--- config.mk ---
export PLATFORM = sky130hd
export DESIGN_NAME = multicycle_controller
export DESIGN_NICKNAME = d
export VERILOG_FILES = /design/src/rtl/multicycle_controller.sv
export SDC_FILE = /design/constraint.sdc
export NUM_CORES = 1
export LEC_CHECK = 0
export ABC_AREA = 0
export BUFFER_PORTS_ARGS = -buffer_cell sky130_fd_sc_hd__buf_2
export CAP_MARGIN = 5
export CORE_MARGIN = 2
export CORE_UTILIZATION = 41
export CTS_CLUSTER_DIAMETER = 150
export DETAILED_ROUTE_END_ITERATION = 16
export HOLD_SLACK_MARGIN = 0.03
export PLACE_DENSITY_LB_ADDON = 0.05
export SYNTH_ARGS = -nofsm -noshare
export SYNTH_HDL_FRONTEND = slang
export SYNTH_SLANG_ARGS = --single-unit
--- constraint.sdc ---
create_clock -name clk -period 1.65 [get_ports clk]
set_clock_uncertainty 0.2 [all_clocks]
set_input_delay 0.0825 -clock clk [delete_from_list [all_inputs] [get_ports clk]]
set_output_delay 0.0825 -clock clk [all_outputs]
set_load 0.01 [all_outputs]
--- src/rtl/multicycle_controller.sv ---
`default_nettype none
// ============================================================================
// Module   : multicycle_controller
// Brief    : Moore-style sequencer for the multicycle CPU. It steps the shared
//            ALU, the unified memory port, the instruction register and the
//            register file through fetch/decode/execute/memory/writeback for
//            addi, lw, sw, bne and jal, with a req/ready memory handshake.
// Revision : 1.0 - initial release
// ============================================================================
module multicycle_controller #(
  parameter int address_width = 7
) (
  input  logic                     clk,
  input  logic                     rst_n,
  input  logic [address_width-1:0] op,
  input  logic [2:0]               funct3,
  input  logic                     Zero,
  input  logic                     mem_ready,
  output logic                     mem_req,
  output logic                     AdrSrc,
  output logic                     IRWrite,
  output logic                     PCWrite,
  output logic                     MemWrite,
  output logic                     RegWrite,
  output logic [1:0]               ALUsrcA,
  output logic [1:0]               ALUsrcB,
  output logic [2:0]               ALUctrl,
  output logic [1:0]               ResultSrc,
  output logic [2:0]               ImmSrc,
  output logic                     retire,
  output logic                     illegal,
  output logic [3:0]               state_o
);

  typedef enum logic [3:0] {
    S_FETCH    = 4'd0,
    S_DECODE   = 4'd1,
    S_MEMADR   = 4'd2,
    S_MEMREAD  = 4'd3,
    S_MEMWB    = 4'd4,
    S_MEMWRITE = 4'd5,
    S_EXECI    = 4'd6,
    S_ALUWB    = 4'd7,
    S_BRANCH   = 4'd8,
    S_JAL      = 4'd9
  } state_t;

  localparam logic [6:0] c_op_lw   = 7'b0000011;
  localparam logic [6:0] c_op_sw   = 7'b0100011;
  localparam logic [6:0] c_op_addi = 7'b0010011;
  localparam logic [6:0] c_op_br   = 7'b1100011;
  localparam logic [6:0] c_op_jal  = 7'b1101111;

  state_t     state_q, state_d;
  logic [6:0] w_op;

  assign w_op    = op[6:0];
  assign state_o = state_q;

  // State register; reset returns to FETCH immediately.
  always_ff @(posedge clk or negedge rst_n) begin
    if (!rst_n) state_q <= S_FETCH;
    else        state_q <= state_d;
  end

  // Next-state and Moore/handshake outputs; strobes are masked while in reset.
  always_comb begin
    state_d   = state_q;
    mem_req   = 1'b0;
    AdrSrc    = 1'b0;
    IRWrite   = 1'b0;
    PCWrite   = 1'b0;
    MemWrite  = 1'b0;
    RegWrite  = 1'b0;
    ALUsrcA   = 2'b00;
    ALUsrcB   = 2'b00;
    ALUctrl   = 3'b000;
    ResultSrc = 2'b00;
    ImmSrc    = 3'b000;
    retire    = 1'b0;
    illegal   = 1'b0;

    case (state_q)
      S_FETCH: begin
        mem_req   = 1'b1;
        ALUsrcB   = 2'b10;
        ResultSrc = 2'b10;
        IRWrite   = mem_ready;
        PCWrite   = mem_ready;
        if (mem_ready) state_d = S_DECODE;
      end
      S_DECODE: begin
        // Branch target (or J target for jal) is precomputed into ALUOut.
        ALUsrcA = 2'b01;
        ALUsrcB = 2'b01;
        ImmSrc  = (w_op == c_op_jal) ? 3'b100 : 3'b010;
        if (w_op == c_op_lw || w_op == c_op_sw)          state_d = S_MEMADR;
        else if (w_op == c_op_addi)                      state_d = S_EXECI;
        else if (w_op == c_op_br && funct3 == 3'b001)    state_d = S_BRANCH;
        else if (w_op == c_op_jal)                       state_d = S_JAL;
        else begin
          state_d = S_FETCH;
          illegal = 1'b1;
        end
      end
      S_MEMADR: begin
        ALUsrcA = 2'b10;
        ALUsrcB = 2'b01;
        if (w_op == c_op_lw) begin
          ImmSrc  = 3'b000;
          state_d = S_MEMREAD;
        end else begin
          ImmSrc  = 3'b001;
          state_d = S_MEMWRITE;
        end
      end
      S_MEMREAD: begin
        mem_req = 1'b1;
        AdrSrc  = 1'b1;
        if (mem_ready) state_d = S_MEMWB;
      end
      S_MEMWB: begin
        ResultSrc = 2'b01;
        RegWrite  = 1'b1;
        retire    = 1'b1;
        state_d   = S_FETCH;
      end
      S_MEMWRITE: begin
        mem_req  = 1'b1;
        AdrSrc   = 1'b1;
        MemWrite = 1'b1;
        retire   = mem_ready;
        if (mem_ready) state_d = S_FETCH;
      end
      S_EXECI: begin
        ALUsrcA = 2'b10;
        ALUsrcB = 2'b01;
        state_d = S_ALUWB;
      end
      S_ALUWB: begin
        RegWrite = 1'b1;
        retire   = 1'b1;
        state_d  = S_FETCH;
      end
      S_BRANCH: begin
        ALUsrcA = 2'b10;
        ALUctrl = 3'b001;
        PCWrite = ~Zero;
        retire  = 1'b1;
        state_d = S_FETCH;
      end
      S_JAL: begin
        // ALUOut already holds the J target; OldPC+4 is formed for the link.
        ALUsrcA = 2'b01;
        ALUsrcB = 2'b10;
        ImmSrc  = 3'b100;
        PCWrite = 1'b1;
        state_d = S_ALUWB;
      end
      default: state_d = S_FETCH;
    endcase

    if (!rst_n) begin
      IRWrite  = 1'b0;
      PCWrite  = 1'b0;
      MemWrite = 1'b0;
      RegWrite = 1'b0;
      retire   = 1'b0;
      illegal  = 1'b0;
    end
  end

endmodule
`default_nettype wire

* Word level (Yosys, flattened, before mapping)
Index checks and enable logic that the tools add are counted.
** Operators by class
- Equal/unequal tests :: 18
- Multiplexer cells :: 34
- Bitwise gates (word level) :: 1
- Reduce and logical (&&, ||, !) cells :: 13
** Operators by type and width (number)
- 4-bit 2-to-1 mux :: 7
- 4-bit case mux with 6 select lines :: 1
- 1-bit 2-to-1 mux :: 18
- 4-bit by 3-bit equality test with 1-bit output (second input constant) :: 4
- 7-bit equality test (second input constant) :: 2
- 2-bit case mux with 2 select lines :: 3
- 3-bit OR reduction :: 4
- 2-bit OR reduction :: 5
- 3-bit case mux with 3 select lines :: 1
- 4-bit by 2-bit equality test with 1-bit output (second input constant) :: 2
- 4-bit equality test (second input constant) :: 2
- 7-bit by 2-bit equality test with 1-bit output (second input constant) :: 1
- 7-bit by 5-bit equality test with 1-bit output (second input constant) :: 1
- 7-bit by 6-bit equality test with 1-bit output (second input constant) :: 1
- 3-bit 2-to-1 mux :: 2
- 2-bit != test (second input constant) :: 3
- 4-bit by 1-bit equality test with 1-bit output (second input constant) :: 1
- 4-bit zero test :: 1
- 3-bit by 1-bit equality test with 1-bit output (second input constant) :: 1
- 1-bit case mux with 3 select lines :: 1
- 3-bit AND reduction :: 1
- 1-bit case mux with 2 select lines :: 1
- 1-bit logical AND :: 1
- 1-bit logical OR :: 1
- 1-bit NOT :: 1
** Storage, ports and cells
- Register bits after elaboration :: 4
- Input port bits :: 14

* Depth between registers and ports, before layout
Gate-level depths: netlist (run 1).
- Depth after elaboration :: 7
- Gate-level depth with buffers :: 6

* Least setup slack after synthesis (run 1)
OpenSTA, ideal clock, no wires.
- Path type :: register to output
- Start :: register state_q[0] (netlist: state_o[0])
- End :: output port retire
- Arrival time :: 1.375 ns
- Data required time :: 1.367 ns
- Path slack :: -0.008 ns
- Stages on the path, launching flop included :: 6
- Path buffers :: 1
- Cells stage by stage :: dfrtp_1 buf_2 inv_1 nand2_1 nor3_1 o21a_1
** Between the ends
- Cells in the longest elaborated chain, start to end :: 4
- Elaborated cells on any way between the ends :: 7
- Classes of those cells :: eq/ne (4); mux (2); reduce/logical (1)
** Ends and longest elaborated chain
- start, declared :: RTL line 54 : state_t state_q, state_d;
- start signal, assigned :: RTL line 63 : else state_q <= state_d;
- 4-bit equality test / 4-bit by 3-bit equality test with 1-bit output (equally long branches) :: RTL line 83 : case (state_q)
- 3-bit OR reduction (no line)
- 1-bit case mux with 2 select lines (*) :: RTL line 83
- 1-bit 2-to-1 mux (*) :: RTL line 163 : if (!rst_n) begin
- end, declared :: RTL line 30 : output logic retire,
Mark *: on every way between the ends. The rest lies on a longest branch, timed or not.

* Worst setup path after layout (run 1)
Ends and elaborated chain as after synthesis.

==> metrics, run 1 <==
status finished, violations left; failing checks setup timing; Fmax 0.580 GHz; max cap viols 0; Area Overhead vs Synth 87.1%; Sw Ratio 37.1%; CTS Root Cell clkbuf_4; 1st-pass router iterations 4; Pwr per Cell Area 393 nW/µm²; WL per Instance 17.1 µm; vias in the first global route 793; nets@finish 160; Crit Path Max Fanout 7; worst skew pair latency 250 ps; WL final 2.71 mm; Synth warnings 0; Tcrit/Tclk final 105%; Placed Cells 139; RSZ-0062 raised after global routing true; Gate Count Post-Synth 86; Clock transition at path regs 50 ps; standard-cell rows 13; Gate power share 45.2%; layout cells sized above 1 62.5%; critical path startpoint category flop; pin count of the biggest net entering global routing 11; P_int 0.000283 W; Mapped Area 612 µm²; Final Max Slew Viols 0; routed vias 963; final hold vios 0; ys flop type dfrtp_1; Largest register FFs 4; post-synthesis sequential area ratio 16.4%; IR drop worst, VDD 0.390 mV; adder-cell share of the synthesized area 0%; worst-margin pin slew 580 ps; die width 42.6 µm; die area 1820 µm²; Vias/cell 6.06; #FFs+latches synth 4; Crit path required time 1370 ps; clock network power share 30.4%; synthesized area per cell 7.11 µm²; GRT overflow 0; Ant. Diodes 0; DRC 0; Synth top area share 16.4%; Final Total Pwr 0.000450 W; Post-synth EDFFs 0; first-pass GRT wire length 3.38 mm; largest family of logic cells by synthesized area simple AND/OR/NAND/NOR gates; Die Y 42.6 µm; Synth Area in Compound Gates 28.8%; dominant cells by area after synthesis dfrtp_1, a21oi_1, nor4_1; Post-DP HPWL 1.45 mm; area leader, netlist dfrtp_1; non-filler instance count after layout 159; Rel. slew slack 61.0%; CTS tree yes; sequential share of power 24.4%; Tmin final 1730 ps; ys async rst share 100%; First DRT Iteration DRCs 19; Worst Setup End Kind primary output; htree depth 1; area of the multi-input gates 561 µm²; Sw Pwr 0.000167 W; Initial Util 45.3%; Min Hold Slack 34.9 ps; initial antenna violation count 0; I/O pins 38; GRT Util Overall 24.7%; Register Area 104 µm²; Distinct cells, synth 35; worst setup margin -75.2 ps; Post-Synth Simple-Gate Area 40.3%; clk sinks 4; post-synthesis xor/xnor area fraction 1.43%; core area 1350 µm²; worst min path class input pin to flop; fill count 90; DRT antenna net count 0; CTS max path bufs 2; CP Class flop to primary output; Setup violations, final 9; PortBufs 35; multiplexer area fraction after synthesis 1.64%; TritonCTS buffer count 3; RD Place Congestion 0.883; Pleak 0.563 nW; Critical Path AT 1440 ps
-- Yosys cell counts, types with 2 or more instances --
cell type / n
nor3b_1: 2
and3_1: 3
nor2b_1: 4
a21o_1: 2
nor3_1: 3
nand3_1: 2
nand2b_1: 2
nor2_1: 7
buf_4: 4
nor4_1: 6
nand2_1: 7
o21ai_0: 6
buf_2: 2
o21a_1: 2
a21oi_1: 9
dfrtp_1: 4
inv_1: 3
-- metrics by stage --
| step | utilization (%) | area (µm²) | worst slack, ps | setup TNS (ps) |
|---|---|---|---|---|
| after floorplan | - | 621 | 76.5 | 0 |
| final | 84.8 | 1140 | -75.2 | -463 |
| after global placement | 61.5 | 831 | 92.3 | 0 |
| after detailed placement | 61.5 | 831 | 11.1 | 0 |
| after CTS | 74.3 | 1000 | -79.9 | -189 |
| after global routing | 84.8 | 1140 | -132 | -1040 |
-- placed cells by master (no fill, tap or decap), types with 2 or more instances in the layout --
cell / synthesis / layout
nor4_1: 6 / 4
dlygate4sd3_1: 0 / 2
nor3_4: 0 / 2
nand3_1: 2 / 2
a21oi_1: 9 / 9
o21ai_0: 6 / 5
clkbuf_4: 0 / 3
inv_2: 0 / 2
buf_4: 4 / 16
nand2_1: 7 / 4
o21a_1: 2 / 2
buf_2: 2 / 34
conb_1: 1 / 2
nor2b_1: 4 / 3
nor4_2: 1 / 3
and3_1: 3 / 3
dfrtp_2: 0 / 3
a21o_1: 2 / 2
nor2_1: 7 / 6
nand2_4: 0 / 2
buf_6: 1 / 8
-- worst paths after layout --
check,startpoint,endpoint,slack [ps],cells after the start
max,state_o[0],retire,-80,5
min,funct3[0],state_o[3],30,4
max reg2reg,state_o[2],state_o[2],-20,6
min reg2reg,state_o[3],state_o[3],550,3
max in group asynchronous,rst_n,state_o[1],400,3
min in group asynchronous,rst_n,state_o[3],630,3
-- final cells by class --
type	instances	area share (%)
inverters	4	1.64
multi-input cells	72	49.0
repair buffers	61	36.7
clock buffers	3	1.97
flip-flops and latches	4	9.07
well taps	15	1.64
-- critical path, stage by stage (launching register included) --
cell and delay [ps]:
dfrtp_2 460, buf_4 180, o21ai_0 90, a21oi_1 200
o21a_1 140, buf_2 130
-- per-layer routing --
metal / share of wire [%] / global-route usage [%] / vias to the layer above
met5: 0 / 0 / -
met4: 2.4 / 14.4 / 0
met3: 6.1 / 3.02 / 10
met2: 54 / 43.3 / 57
met1: 37 / 28.0 / 462
li1: - / - / 434
-- cells by family after synthesis --
kind of cell,after synthesis
compound gates,26
mux,1
simple gates,42
buf+inv,11
other cells,1
flops,4
xor+xnor,1
-- power groups by stage --
stage,Sequential (W),Clock (W),Combinational [W]
4_1_cts,0.000109,0.000131,0.000170
3_3_place_gp,0.000108,0,0.000139
6_report,0.000110,0.000137,0.000204
3_5_place_dp,0.000108,0,0.000142
2_1_floorplan,0.000106,0,0.0000853
5_1_grt,0.000110,0.000140,0.000216
-- timing repair --
action,in CTS,in global routing
pin swaps,6,7
hold buffers,2,0
buffers inserted,7,8
endpoints found under the hold margin,4,0
endpoints found under the setup margin,12,13
resized for setup,21,20
Note: power is estimated with default switching activity, not from simulation.
==> inputs of run 2 (changes only) <==
--- a/config.mk
+++ b/config.mk
@@ -9,11 +9,13 @@
 export BUFFER_PORTS_ARGS = -buffer_cell sky130_fd_sc_hd__buf_2
 export CAP_MARGIN = 5
 export CORE_MARGIN = 2
-export CORE_UTILIZATION = 41
+export CORE_UTILIZATION = 40
 export CTS_CLUSTER_DIAMETER = 150
 export DETAILED_ROUTE_END_ITERATION = 16
 export HOLD_SLACK_MARGIN = 0.03
 export PLACE_DENSITY_LB_ADDON = 0.05
+export RECOVER_POWER = 25
+export SLEW_MARGIN = 20
 export SYNTH_ARGS = -nofsm -noshare
 export SYNTH_HDL_FRONTEND = slang
 export SYNTH_SLANG_ARGS = --single-unit
==> run 2 against run 1 <==
Against the previous run:
- the run still ends with setup timing left
- cell count is 2.5% lower
- via count is 8.1% lower
- global-route usage hardly changed
- worst hold slack worse by 2.0 ps
- clock-buffer cell count stayed put
- critical path depth is 1 lower
- routed wire length is 11% lower
- first-iteration DRC count is 26% lower
- core utilization is 5.9 points lower
- clock power is 4% lower
==> metrics, run 2 (same netlist as run 1, synthesis figures left out) <==
status finished, violations left; failing checks setup timing; htree depth 1; clk sinks 4; CP Depth 4; Pleak 0.544 nW; first-pass GRT wire length 3.51 mm; R2R setup slack -80 ps; Routed met3 length 106 µm; worst min path class input pin to flop; Placement Setup Slack 25.2 ps; Crit path required time 1370 ps; RSZ-0062 raised after global routing true; Final Total Pwr 0.000452 W; Vias/cell 5.71; Fmax 0.578 GHz; RD Place Congestion 0.844; Critical Path AT 1450 ps; GRT overflow 0; routed vias 885; layout cells sized above 1 64.0%; initial antenna violation count 0; nets@finish 155; worst skew pair latency 250 ps; CTS tree yes; die width 43.1 µm; Final Max Slew Viols 0; Initial Util 41.6%; CTS Root Cell clkbuf_4; GRT Util Overall 24.7%; DRT antenna net count 0; FF-to-FF End state_o[2]; standard-cell rows 14; Post-DP HPWL 1.45 mm; path depth of the worst reg2reg path 5; Slowest-stage cell, CP dfrtp_2; vias in the first global route 811; critical path startpoint category flop; Die Y 43.1 µm; CP Class flop to primary output; Tcrit/Tclk final 105%; TritonCTS buffer count 3; top cell family by delay on the critical path flip-flops; core area 1470 µm²; final hold vios 0; WL final 2.41 mm; Clock transition at path regs 50 ps; worst setup margin -80.4 ps; critical-path cell list nand2b_4, a2111oi_4, and3_1, buf_2; Min-Delay Startpoint funct3[0]; die area 1860 µm²; Sw Ratio 36.5%; WP buf/inv 1; CTS max path bufs 2; worst-case hold path end point state_o[3]; First DRT Iteration DRCs 14; Ant. Diodes 0; 1st-pass router iterations 4; most frequent cells in the layout buf_2, buf_6, buf_4; CP peak stage delay 480 ps; fill count 102; Largest register FFs 4; Area Overhead vs Synth 89.8%; Pwr per Cell Area 389 nW/µm²; clock network power share 28.9%; commonest non-fill, non-tap cell in the layout buf_2; P_int 0.000287 W; PortBufs 35; DRT met1 WL 957 µm; CP startpoint state_o[1]; max cap viols 0; Crit Path Max Fanout 8; Top Layer Used met4; I/O pins 38; Tmin final 1730 ps; WL per Instance 15.5 µm; Gate power share 46.6%; pin count of the biggest net entering global routing 11; IR drop worst, VDD 0.414 mV; DR WL met2 1.30 mm; fin util 78.9%; Sw Pwr 0.000165 W; Hold Path Cell Cnt 4; Worst Setup End Kind primary output; reg2reg start state_o[1]; Setup violations, final 7; DRC 0; sequential share of power 24.5%
==> run 2: cell types whose count changed in the layout (fill, tap and decap cells not counted), moves of 2 or more <==
cell | previous run | this run
a21oi_2 | 0 | 2
buf_6 | 8 | 11
a21oi_1 | 9 | 7
buf_4 | 16 | 8
==> run 2: worst reg2reg max path, cell delays in order, from the launching register on <==
cell      delay [ps]
dfrtp_2          480
buf_6            160
and4bb_2         220
a31o_1           210
o31ai_1          240
a21oi_1          100
==> run 2: power groups by stage <==
stage	registers, W	logic (W)	clock network, W
floorplan	0.000106	0.0000853	0
detailed placement	0.000108	0.000139	0
global placement	0.000108	0.000137	0
finish	0.000111	0.000211	0.000131
global route	0.000111	0.000226	0.000139
CTS	0.000110	0.000178	0.000135
==> run 2: repair_timing <==
item,in CTS,in global routing
endpoints found under the setup margin,14,14
pin swaps,8,10
resized for setup,26,27
endpoints found under the hold margin,4,0
hold buffers,2,0
setup buffers,8,4
==> run 2: worst max path at each step <==
stage,end,slack [ps]
finish,illegal,-80
CTS,illegal,-70
global route,state_o[2],-190
global placement,illegal,60
detailed placement,state_o[2],30
floorplan,IRWrite,80
==> run 2: layer usage <==
metal	vias up	GRT usage (%)
li1	421	-
met1	429	28.4
met2	31	46.6
met3	4	4.26
met4	0	5.45
met5	-	0
==> run 2: final cells by class <==
| cell class | count | area, µm² | area share, % |
|---|---|---|---|
| Multi-Input combinational cell | 72 | 606 | 52.2 |
| Timing Repair Buffer | 56 | 389 | 33.5 |
| Sequential cell | 4 | 104 | 8.94 |
| Clock buffer | 3 | 22.5 | 1.94 |
| Inverter | 4 | 20.0 | 1.72 |
| Tap cell | 16 | 20.0 | 1.72 |
==> run 2: through the flow <==
stage | hold WS [ps] | instance area (µm²) | std cells | setup TNS [ps]
4_1_cts | 30.9 | 1010 | 151 | -186
6_report | 32.9 | 1160 | 155 | -327
3_5_place_dp | -262 | 817 | 138 | 0
3_3_place_gp | -266 | 817 | 138 | 0
2_1_floorplan | -413 | 621 | 87 | 0
5_1_grt | 39.0 | 1160 | 155 | -990
==> inputs of run 3 (changes only) <==
--- a/config.mk
+++ b/config.mk
@@ -8,6 +8,7 @@
 export ABC_AREA = 0
 export BUFFER_PORTS_ARGS = -buffer_cell sky130_fd_sc_hd__buf_2
 export CAP_MARGIN = 5
+export CORE_ASPECT_RATIO = 1.1
 export CORE_MARGIN = 2
 export CORE_UTILIZATION = 40
 export CTS_CLUSTER_DIAMETER = 150
==> constraint.sdc (replaced) <==
create_clock -name clk -period 2 [get_ports clk]
set_clock_uncertainty 0.2 [all_clocks]
set_input_delay 0.1 -clock clk [delete_from_list [all_inputs] [get_ports clk]]
set_output_delay 0.1 -clock clk [all_outputs]
set_load 0.01 [all_outputs]
==> run 3 against run 2 <==
Against the previous run:
- largest cell class unchanged
- critical path type unchanged
- register-to-register slack improved by 390 ps
- clock-buffer cell count did not move
- the flow now finishes without violations
- highest routed layer unchanged
- non-clock buffer count fell by 16
- sequential power fell by 17%
- critical endpoint is now ImmSrc[2]
==> metrics, run 3 (same netlist as run 1, synthesis figures left out) <==
most frequent cells in the layout buf_2, a21oi_1, nand2_1, nor2_1; clk sinks 4; worst min path class input pin to flop; vias in the first global route 631; Area Overhead vs Synth 36.2%; Worst Setup End Kind primary output; max cap viols 0; setup TNS 0 ps; DP Area 767 µm²; GRT Util Overall 22.5%; worst setup margin 72.9 ps; status finished, final reports clean; CP endpoint ImmSrc[2]; Setup Fix Bufs, Post-CTS 0; CP Class flop to primary output; WL final 1.86 mm; CTS Root Cell clkbuf_4; Final Cell Area 833 µm²; Die Y 45.0 µm; layout cells sized above 1 38.2%; 1st-pass router iterations 4; core area 1400 µm²; Clock transition at path regs 50 ps; die width 41.3 µm; WL per Instance 13.4 µm; TritonCTS buffer count 3; CP startpoint state_o[1]; commonest non-fill, non-tap cell in the layout buf_2; pin count of the biggest net entering global routing 17; nets@finish 139; Crit Path Max Fanout 14; IR drop worst, VDD 0.272 mV; R2R setup slack 310 ps; FF-to-FF End state_o[2]; path depth of the worst reg2reg path 4; Vias/cell 5.55; Pleak 0.419 nW; CTS max path bufs 2; RD Place Congestion 0.823; Largest register FFs 4; standard-cell rows 14; critical path startpoint category flop; htree depth 1; GRT overflow 0; Initial Util 43.7%; Critical Path AT 1630 ps; Pwr per Cell Area 379 nW/µm²; first-pass GRT wire length 2.88 mm; RSZ-0062 raised after global routing true; PortBufs 35; routed vias 771; DRC 0; final hold vios 0; Setup violations, final 0; First DRT Iteration DRCs 9; Crit path required time 1700 ps; Post-DP HPWL 1.32 mm; Final Max Slew Viols 0; Fmax 0.519 GHz; reg2reg start state_o[2]; CTS tree yes; Ant. Diodes 0; worst skew pair latency 250 ps; die area 1860 µm²; Tmin final 1930 ps; initial antenna violation count 0; Placement Setup Slack 246 ps; Tcrit/Tclk final 96.4%; DRT antenna net count 0; I/O pins 38
[run 3: changes by cell type in the layout (fill, tap and decap cells not counted), moves of 3 or more]
| cell | delta |
|---|---|
| nand2_1 | +3 |
| buf_4 | -7 |
| inv_1 | +3 |
| buf_6 | -11 |
[run 3: report_power, final]
part	switching [W]	total (W)	internal, W
sequential	0.00000766	0.0000916	0.0000840
combinational	0.0000637	0.000114	0.0000506
clock	0.0000423	0.000110	0.0000678
[run 3: stage by stage]
| stage | hold slack (ps) | utilization (%) | power (W) | cells |
|---|---|---|---|---|
| detailed placement | -251 | 54.7 | 0.000198 | 132 |
| finish | 33.5 | 59.5 | 0.000316 | 139 |
| global route | 83.9 | 59.5 | 0.000334 | 139 |
| CTS | 36.8 | 59.3 | 0.000316 | 139 |
| global placement | -250 | 54.7 | 0.000198 | 132 |
| floorplan | -396 | - | 0.000158 | 87 |
[run 3: worst max-delay path, cell delays in order, from the launching register on]
cell and delay (ps):
dfrtp_1 510, nor2_1 290, nand2_1 160, inv_1 130, o21a_1 160, buf_2 140
[run 3: final cells by class]
class | count | area, µm²
Timing Repair Buffer | 40 | 221
Fill cell | 144 | 568
Sequential cell | 4 | 103
Multi-Input combinational cell | 72 | 452
Clock buffer | 3 | 22.5
Tap cell | 16 | 20.0
Inverter | 4 | 15.0
[run 3: timing repair]
| item | 4_1_cts | 5_1_grt |
|---|---|---|
| cloned | 0 | 0 |
| hold buffers | 4 | 0 |
| resized for setup | 1 | 3 |
| setup endpoints to repair | 1 | 3 |
| hold endpoints to repair | 5 | 0 |
[run 3: worst min-delay path by stage]
stage / start / to / slack, ps / cells after the start
3_3_place_gp: rst_n / state_o[3] / -250 / 1
6_report: op[6] / state_o[3] / 30 / 4
2_1_floorplan: rst_n / state_o[0] / -400 / 0
3_5_place_dp: rst_n / state_o[3] / -250 / 1
5_1_grt: op[6] / state_o[3] / 80 / 4
4_1_cts: op[6] / state_o[3] / 40 / 4
[run 3: per-layer routing]
metal  share of wire (%)  track usage, %  up-vias
met3                 6.4            4.43        2
met4                0.54            3.87        0
met1                  46            31.5      349
met5                   0               0        -
met2                  47            35.9       28
li1                    -               -      392
